`config.mk`:
```
export PLATFORM = sky130hd
export DESIGN_NAME = dac_pwm_out
export DESIGN_NICKNAME = d
export VERILOG_FILES = /design/src/rtl/dac_pwm_out.sv
export SDC_FILE = /design/constraint.sdc
export NUM_CORES = 1
export LEC_CHECK = 0
export CORE_ASPECT_RATIO = 0.7
export CORE_MARGIN = 2
export CORE_UTILIZATION = 28
export CTS_BUF_LIST = sky130_fd_sc_hd__clkbuf_2
export DETAILED_ROUTE_END_ITERATION = 8
export RECOVER_POWER = 100
export SYNTH_ARGS = -nofsm -noshare
export SYNTH_HDL_FRONTEND = slang
export SYNTH_SLANG_ARGS = --single-unit
```
`constraint.sdc`:
```
create_clock -name clk -period 2.11 [get_ports clk]
set_clock_uncertainty 0.15 [all_clocks]
set_input_delay 0.3165 -clock clk [delete_from_list [all_inputs] [get_ports clk]]
set_output_delay 0.3165 -clock clk [all_outputs]
set_load 0.02 [all_outputs]
```
`src/rtl/dac_pwm_out.sv`:
```
// Audio PWM output stage: shapes the DAC ramp, scales it by volume and emits a
// 2^DATA_W-clock PWM. Optional dither via `define DAC_PWM_DITHER_EN.
module dac_pwm_out #(
    parameter int DATA_W = 8,
    parameter int VOL_W  = 3
) (
    input  logic              clk,
    input  logic              rst,
    input  logic [DATA_W-1:0] dacCount,
    input  logic [1:0]        wave_sel,
    input  logic [VOL_W-1:0]  volume,
    input  logic              enable,
    output logic              pwm_o,
    output logic              sample_stb,
    output logic              busy
);

    typedef enum logic [1:0] {OFF, PLAY, DRAIN} state_t;

    state_t              state;
    logic [DATA_W-1:0]   pwm_cnt;
    logic [DATA_W-1:0]   duty_q;
    logic [DATA_W-1:0]   shaped;
    logic [DATA_W-1:0]   tri_lin;
    logic [VOL_W:0]      vol_p1;
    logic [DATA_W+VOL_W-1:0] prod;
    logic [DATA_W-1:0]   scaled;
    logic [DATA_W-1:0]   load_val;
    logic                term;
    logic                load;

    assign term = (pwm_cnt == {DATA_W{1'b1}});
    // Every load happens at a period boundary with enable high, whatever the state.
    assign load = term && enable;

    always_comb begin
        tri_lin = {dacCount[DATA_W-2:0], 1'b0};
        shaped  = '0;
        case (wave_sel)
            2'd0:    shaped = dacCount;
            2'd1:    shaped = dacCount[DATA_W-1] ? ~tri_lin : tri_lin;
            2'd2:    shaped = {DATA_W{dacCount[DATA_W-1]}};
            default: shaped = '0;
        endcase
    end

    assign vol_p1 = {1'b0, volume} + {{VOL_W{1'b0}}, 1'b1};
    assign prod   = {{VOL_W{1'b0}}, shaped} * {{(DATA_W-1){1'b0}}, vol_p1};
    assign scaled = prod[DATA_W+VOL_W-1:VOL_W];

`ifdef DAC_PWM_DITHER_EN
    logic [7:0] lfsr;

    always_ff @(posedge clk or posedge rst) begin
        if (rst) begin
            lfsr <= 8'hA5;
        end else if (load) begin
            lfsr <= {lfsr[6:0], lfsr[7] ^ lfsr[5] ^ lfsr[4] ^ lfsr[3]};
        end
    end

    assign load_val = (scaled == {DATA_W{1'b1}}) ? scaled
                    : scaled + {{(DATA_W-1){1'b0}}, lfsr[0]};
`else
    assign load_val = scaled;
`endif

    always_ff @(posedge clk or posedge rst) begin
        if (rst) begin
            pwm_cnt    <= '0;
            duty_q     <= '0;
            state      <= OFF;
            sample_stb <= 1'b0;
        end else begin
            pwm_cnt    <= pwm_cnt + 1'b1;
            sample_stb <= load;
            if (load) begin
                duty_q <= load_val;
            end else if (term) begin
                duty_q <= '0;
            end
            case (state)
                OFF:     if (load) state <= PLAY;
                PLAY:    if (!enable) state <= term ? OFF : DRAIN;
                DRAIN:   if (term) state <= enable ? PLAY : OFF;
                default: state <= OFF;
            endcase
        end
    end

    assign pwm_o = (state != OFF) && (pwm_cnt < duty_q);
    assign busy  = (state != OFF);

endmodule

```
# Yosys cells after proc, flatten, opt, wreduce, memory -nomap -nowiden

Index checks and enable logic that the tools add are counted.

Register bits after elaboration: 19
Input port bits: 16
Logic and storage cells: 34

Bitwise logic cells: 1
Add/subtract/negate cells: 2
Equal/unequal tests: 8
Multiply operators: 1
Multiplexer cells: 10
Reduce and logical (&&, ||, !) cells: 7
$lt $le $gt $ge: 1

Operator list:

| kind                                                | count |
|---|---|
| 2-to-1 mux 8 bit                                    | 3 |
| case mux 8 bit (3 select lines)                     | 1 |
| multiplier 8 x 4 -> 11 bit                          | 1 |
| adder 8 x 1 -> 8 bit, second input constant         | 1 |
| equality test 8 bit, second input constant          | 1 |
| < comparator 8 bit                                  | 1 |
| 2-to-1 mux 2 bit                                    | 4 |
| NOT 8 bit                                           | 1 |
| inequality test 2 bit, second input constant        | 3 |
| case mux 2 bit (3 select lines)                     | 1 |
| adder 3 x 1 -> 4 bit, second input constant         | 1 |
| equality test 2 x 1 -> 1 bit, second input constant | 2 |
| equality test 2 bit, second input constant          | 2 |
| logical NOT 2 bit                                   | 2 |
| nonzero test 2 bit                                  | 2 |
| AND reduction 3 bit                                 | 1 |
| logical AND 1 bit                                   | 2 |
| 2-to-1 mux 1 bit                                    | 1 |

# Longest topological paths before layout

Depth in word-level cells: 5
Gate-level depth with buffers: 16
Depth with buffers taken out: 15

# Worst setup path after synthesis

Ideal clock, no wire load.

Path kind: input-to-reg
Start point: in wave_sel[0]
End point: reg duty_q[5]
Path slack: -1.804 ns
Setup time: 0.110 ns
Stages on the path: 16
Data arrival time: 3.654 ns
Path buffers: 2
Cells stage by stage: buf_2 buf_2 nor2_1 a211oi_1 nor2_1 or2_2 fa_1 inv_1 fa_1 inv_1 fa_1 nor2b_1 o31a_1 o21a_1 nor3_1 o41ai_1

Word-level cells in the longest chain between the ends: 4
Elaborated cells on any way between the ends: 6

Ends and longest elaborated chain:

| what                                              | line | source |
|---|---|---|
| start, declared                                   | 10   | `input logic [1:0] wave_sel,` |
| equality test 2 bit, or another cell as far along | 39   | `case (wave_sel)` |
| case mux 8 bit (3 select lines) (*)               | 39   |  |
| multiplier 8 x 4 -> 11 bit (*)                    | 48   | `assign prod = {{VOL_W{1'b0}}, shaped} * {{(DATA_W-1){1'b0}}, vol_p1};` |
| 2-to-1 mux 8 bit (*)                              | 77   | `if (load) begin` |
| end signal, assigned                              | 78   | `duty_q <= load_val;` |
| end, declared                                     | 22   | `logic [DATA_W-1:0] duty_q;` |

Mark *: on every way between the ends. The rest lies on a longest branch, timed or not.
A chain may end at the register's enable or synchronous reset.

# Worst setup path in the final report

Same ends and word-level chain as after synthesis.

==> results.cfg <==
[worst_hold_path]
holdCritPathClass = register to register

[placed_design]
dpl_cell_area_sq_um = 2820
dpl_worst_slack_ns = -2.23
gp_congestion = 0.805
numPortBuffers = 18
dp.final_hpwl_mm = 3.75

[logic_synthesis]
synth_ff_type = dfrtp_1
synth_common_cells = inv_1, nor2_1, ha_1, dfrtp_1, xnor2_1
avgSynthCellArea_sq_um = 8.57
synth.most_common_cell = inv_1
async_reset_ff_frac = 1.00
ys_types = 44
synth_warnings = 0
synth_area_sq_um = 2110
postSynthCellCount = 246
syn-num-nets = 295
synth_top_area_cell = dfrtp_1
synth_area_leaders = dfrtp_1, ha_1, fa_1
synth.ff_latch_count = 19
ys_seq_area_frac = 0.226
synth-edff-count = 0
synth_top_area_share = 0.226

[critical_path]
worstPathArrival_ns = 3.52
worstPathRequired_ns = 2.18
worst-setup-path-type = input pin to register
path_max_fanout = 5
worst_setup_path_start_kind = input pin
endpoint_kind = register

[route]
num_vias = 1982
ant_nets = 0
drc = 0
via_per_inst = 4.58
drtIter0Drc = 88
routed_wl_mm = 5.23
post_drt_wl_per_cell_um = 12.1
first_pass_iters = 4

[sta]
max_freq_mhz = 290
hold_ws_ns = 0.365
rsz0062_at_grt = true
hold_viol = 0
tightest_slew_ns = 1.10
finalCriticalPeriod_ns = 3.45
fin_crit_sh = 1.63
setup_ws_ns = -1.34
slew_viol_final = 0
slew_headroom = 0.269
setup_viol = 9

[final_layout]
fin_nets = 385
multi_input_area_sq_um = 1810
fin_util = 0.467
stdcell_area_sq_um = 3400
seqCellArea_sq_um = 475
final_layout_size_suffix_gt1_frac = 0.457
n_antenna_cell = 0
fill_cells = 669
area_delta_synth_final_pct = 61.4

[flow_run]
maxCapViolCount = 0

[clock_network]
clkSlewWorstSetupHoldPaths_ns = 0.18
cts_buffers = 3
clock_path_buffers = 2
cts_hold_buf = 0
clock-sinks = 19
insertion_delay_ns = 0.30
htree_levels = 1
root_buffer = clkbuf_2
cts_tree = built

[die]
die-width_um = 108
io_pins = 19
core.rowCount = 26
die_y_um = 76.6
coreArea_sq_um = 7290
initial_core_util = 0.289
die_area_sq_um = 8250

[power]
p_int_w = 0.000834
p_seq_frac = 0.276
clock_power_share = 0.123
p_sw_frac = 0.371
p_leak_nw = 1.61
p_sw_w = 0.000492
vdd_ir_drop_max_mv = 0.163
combPwrFrac = 0.601
power.density_nw_per_um2 = 390
power_w = 0.00133

[global_route]
antenna_found_initial = 0
grt_overflow = 0
grt_usage = 0.126
grt_pass1_wl_mm = 8.59
grt_max_degree = 20
first_global_vias = 1891

[outcome]
violations = negative setup slack
status = complete, but fails checks
final timing paths:
| check | from | to | slack (ns) | cells after the start |
|---|---|---|---|---|
| worst min register to register | duty_q[4] | duty_q[4] | 0.36 | 2 |
| worst max-delay path | wave_sel[0] | duty_q[5] | -1.34 | 15 |
| worst max register to register | pwm_cnt[0] | duty_q[4] | 0.20 | 7 |
| max in group asynchronous | rst | duty_q[4] | 0.55 | 3 |
| min in group asynchronous | rst | pwm_cnt[5] | 0.62 | 3 |
| worst min-delay path | duty_q[4] | duty_q[4] | 0.36 | 2 |
cell families after synthesis:
group / after synthesis / synth area share
multiplexers: 2 / 0.0101
AO/OA/AOI/OAI: 48 / 0.173
buffers and inverters: 43 / 0.0801
AND/OR/NAND/NOR: 82 / 0.194
adder cells (fa/ha/maj): 33 / 0.239
XOR/XNOR: 19 / 0.0789
flip-flops: 19 / 0.226
cell usage in the layout (no fill, tap or decap), types with 5 or more instances in the layout:
master / instances
inv_2: 10
buf_6: 10
inv_1: 27
dfrtp_1: 19
xor2_1: 6
fa_1: 9
buf_12: 5
or2_1: 5
nor2_4: 5
ha_4: 9
nand2b_1: 6
xnor2_1: 9
ha_1: 12
nand2_1: 10
nor2_1: 20
a21oi_1: 5
buf_4: 58
nor2_2: 7
nand3_1: 8
a211oi_2: 5
worst max-delay path, cell delays in order:
cell and delay, ns:
buf_6 0.11, buf_16 0.12, buf_4 0.14, a211oi_2 0.29
o21ai_0 0.16, fa_2 0.55, inv_2 0.04, fa_2 0.55
inv_2 0.04, fa_2 0.38, nor2b_2 0.13, o31a_1 0.19
o21a_1 0.16, nor3_2 0.05, o41ai_2 0.28
per-layer routing:
| metal | GRT usage | wire (um) | vias to the layer above |
|---|---|---|---|
| li1 | - | - | 1001 |
| met1 | 0.196 | 2700 | 963 |
| met2 | 0.189 | 2400 | 16 |
| met3 | 0.0154 | 104 | 2 |
| met4 | 0.0154 | 19 | 0 |
| met5 | 0 | 0 | - |
power by group through the flow:
stage	clock (W)	combinational, W	sequential (W)
floorplan	0	0.000380	0.000373
global placement	0	0.000567	0.000373
global route	0.000188	0.000871	0.000367
detailed placement	0	0.000570	0.000373
finish	0.000163	0.000797	0.000366
CTS	0.000171	0.000734	0.000366
repair_timing:
action | CTS | global route
gates cloned | 1 | 0
buffers inserted | 19 | 9
pin swaps | 39 | 19
gates resized for setup | 89 | 25
endpoints found under the setup margin | 9 | 9
stage by stage:
stage          cells  TNS [ns]
4_1_cts          424     -8.64
6_report         433     -9.33
3_3_place_gp     400    -15.97
5_1_grt          433    -10.11
2_1_floorplan    246     -9.61
3_5_place_dp     400    -16.01
state kept, by name, summed over array words and instances, names as in the netlist:
signal,flops
state,2
duty_q,8
pwm_cnt,8
sample_stb,1
final cells by class:
type                       instances  share of cell area
multi-input combinational        184               0.533
timing repair buffer              91               0.244
sequential                        19               0.140
inverter                          37              0.0408
tap                               98              0.0360
clock buffer                       4             0.00588
No activity file was read; power rests on OpenSTA's default activity.
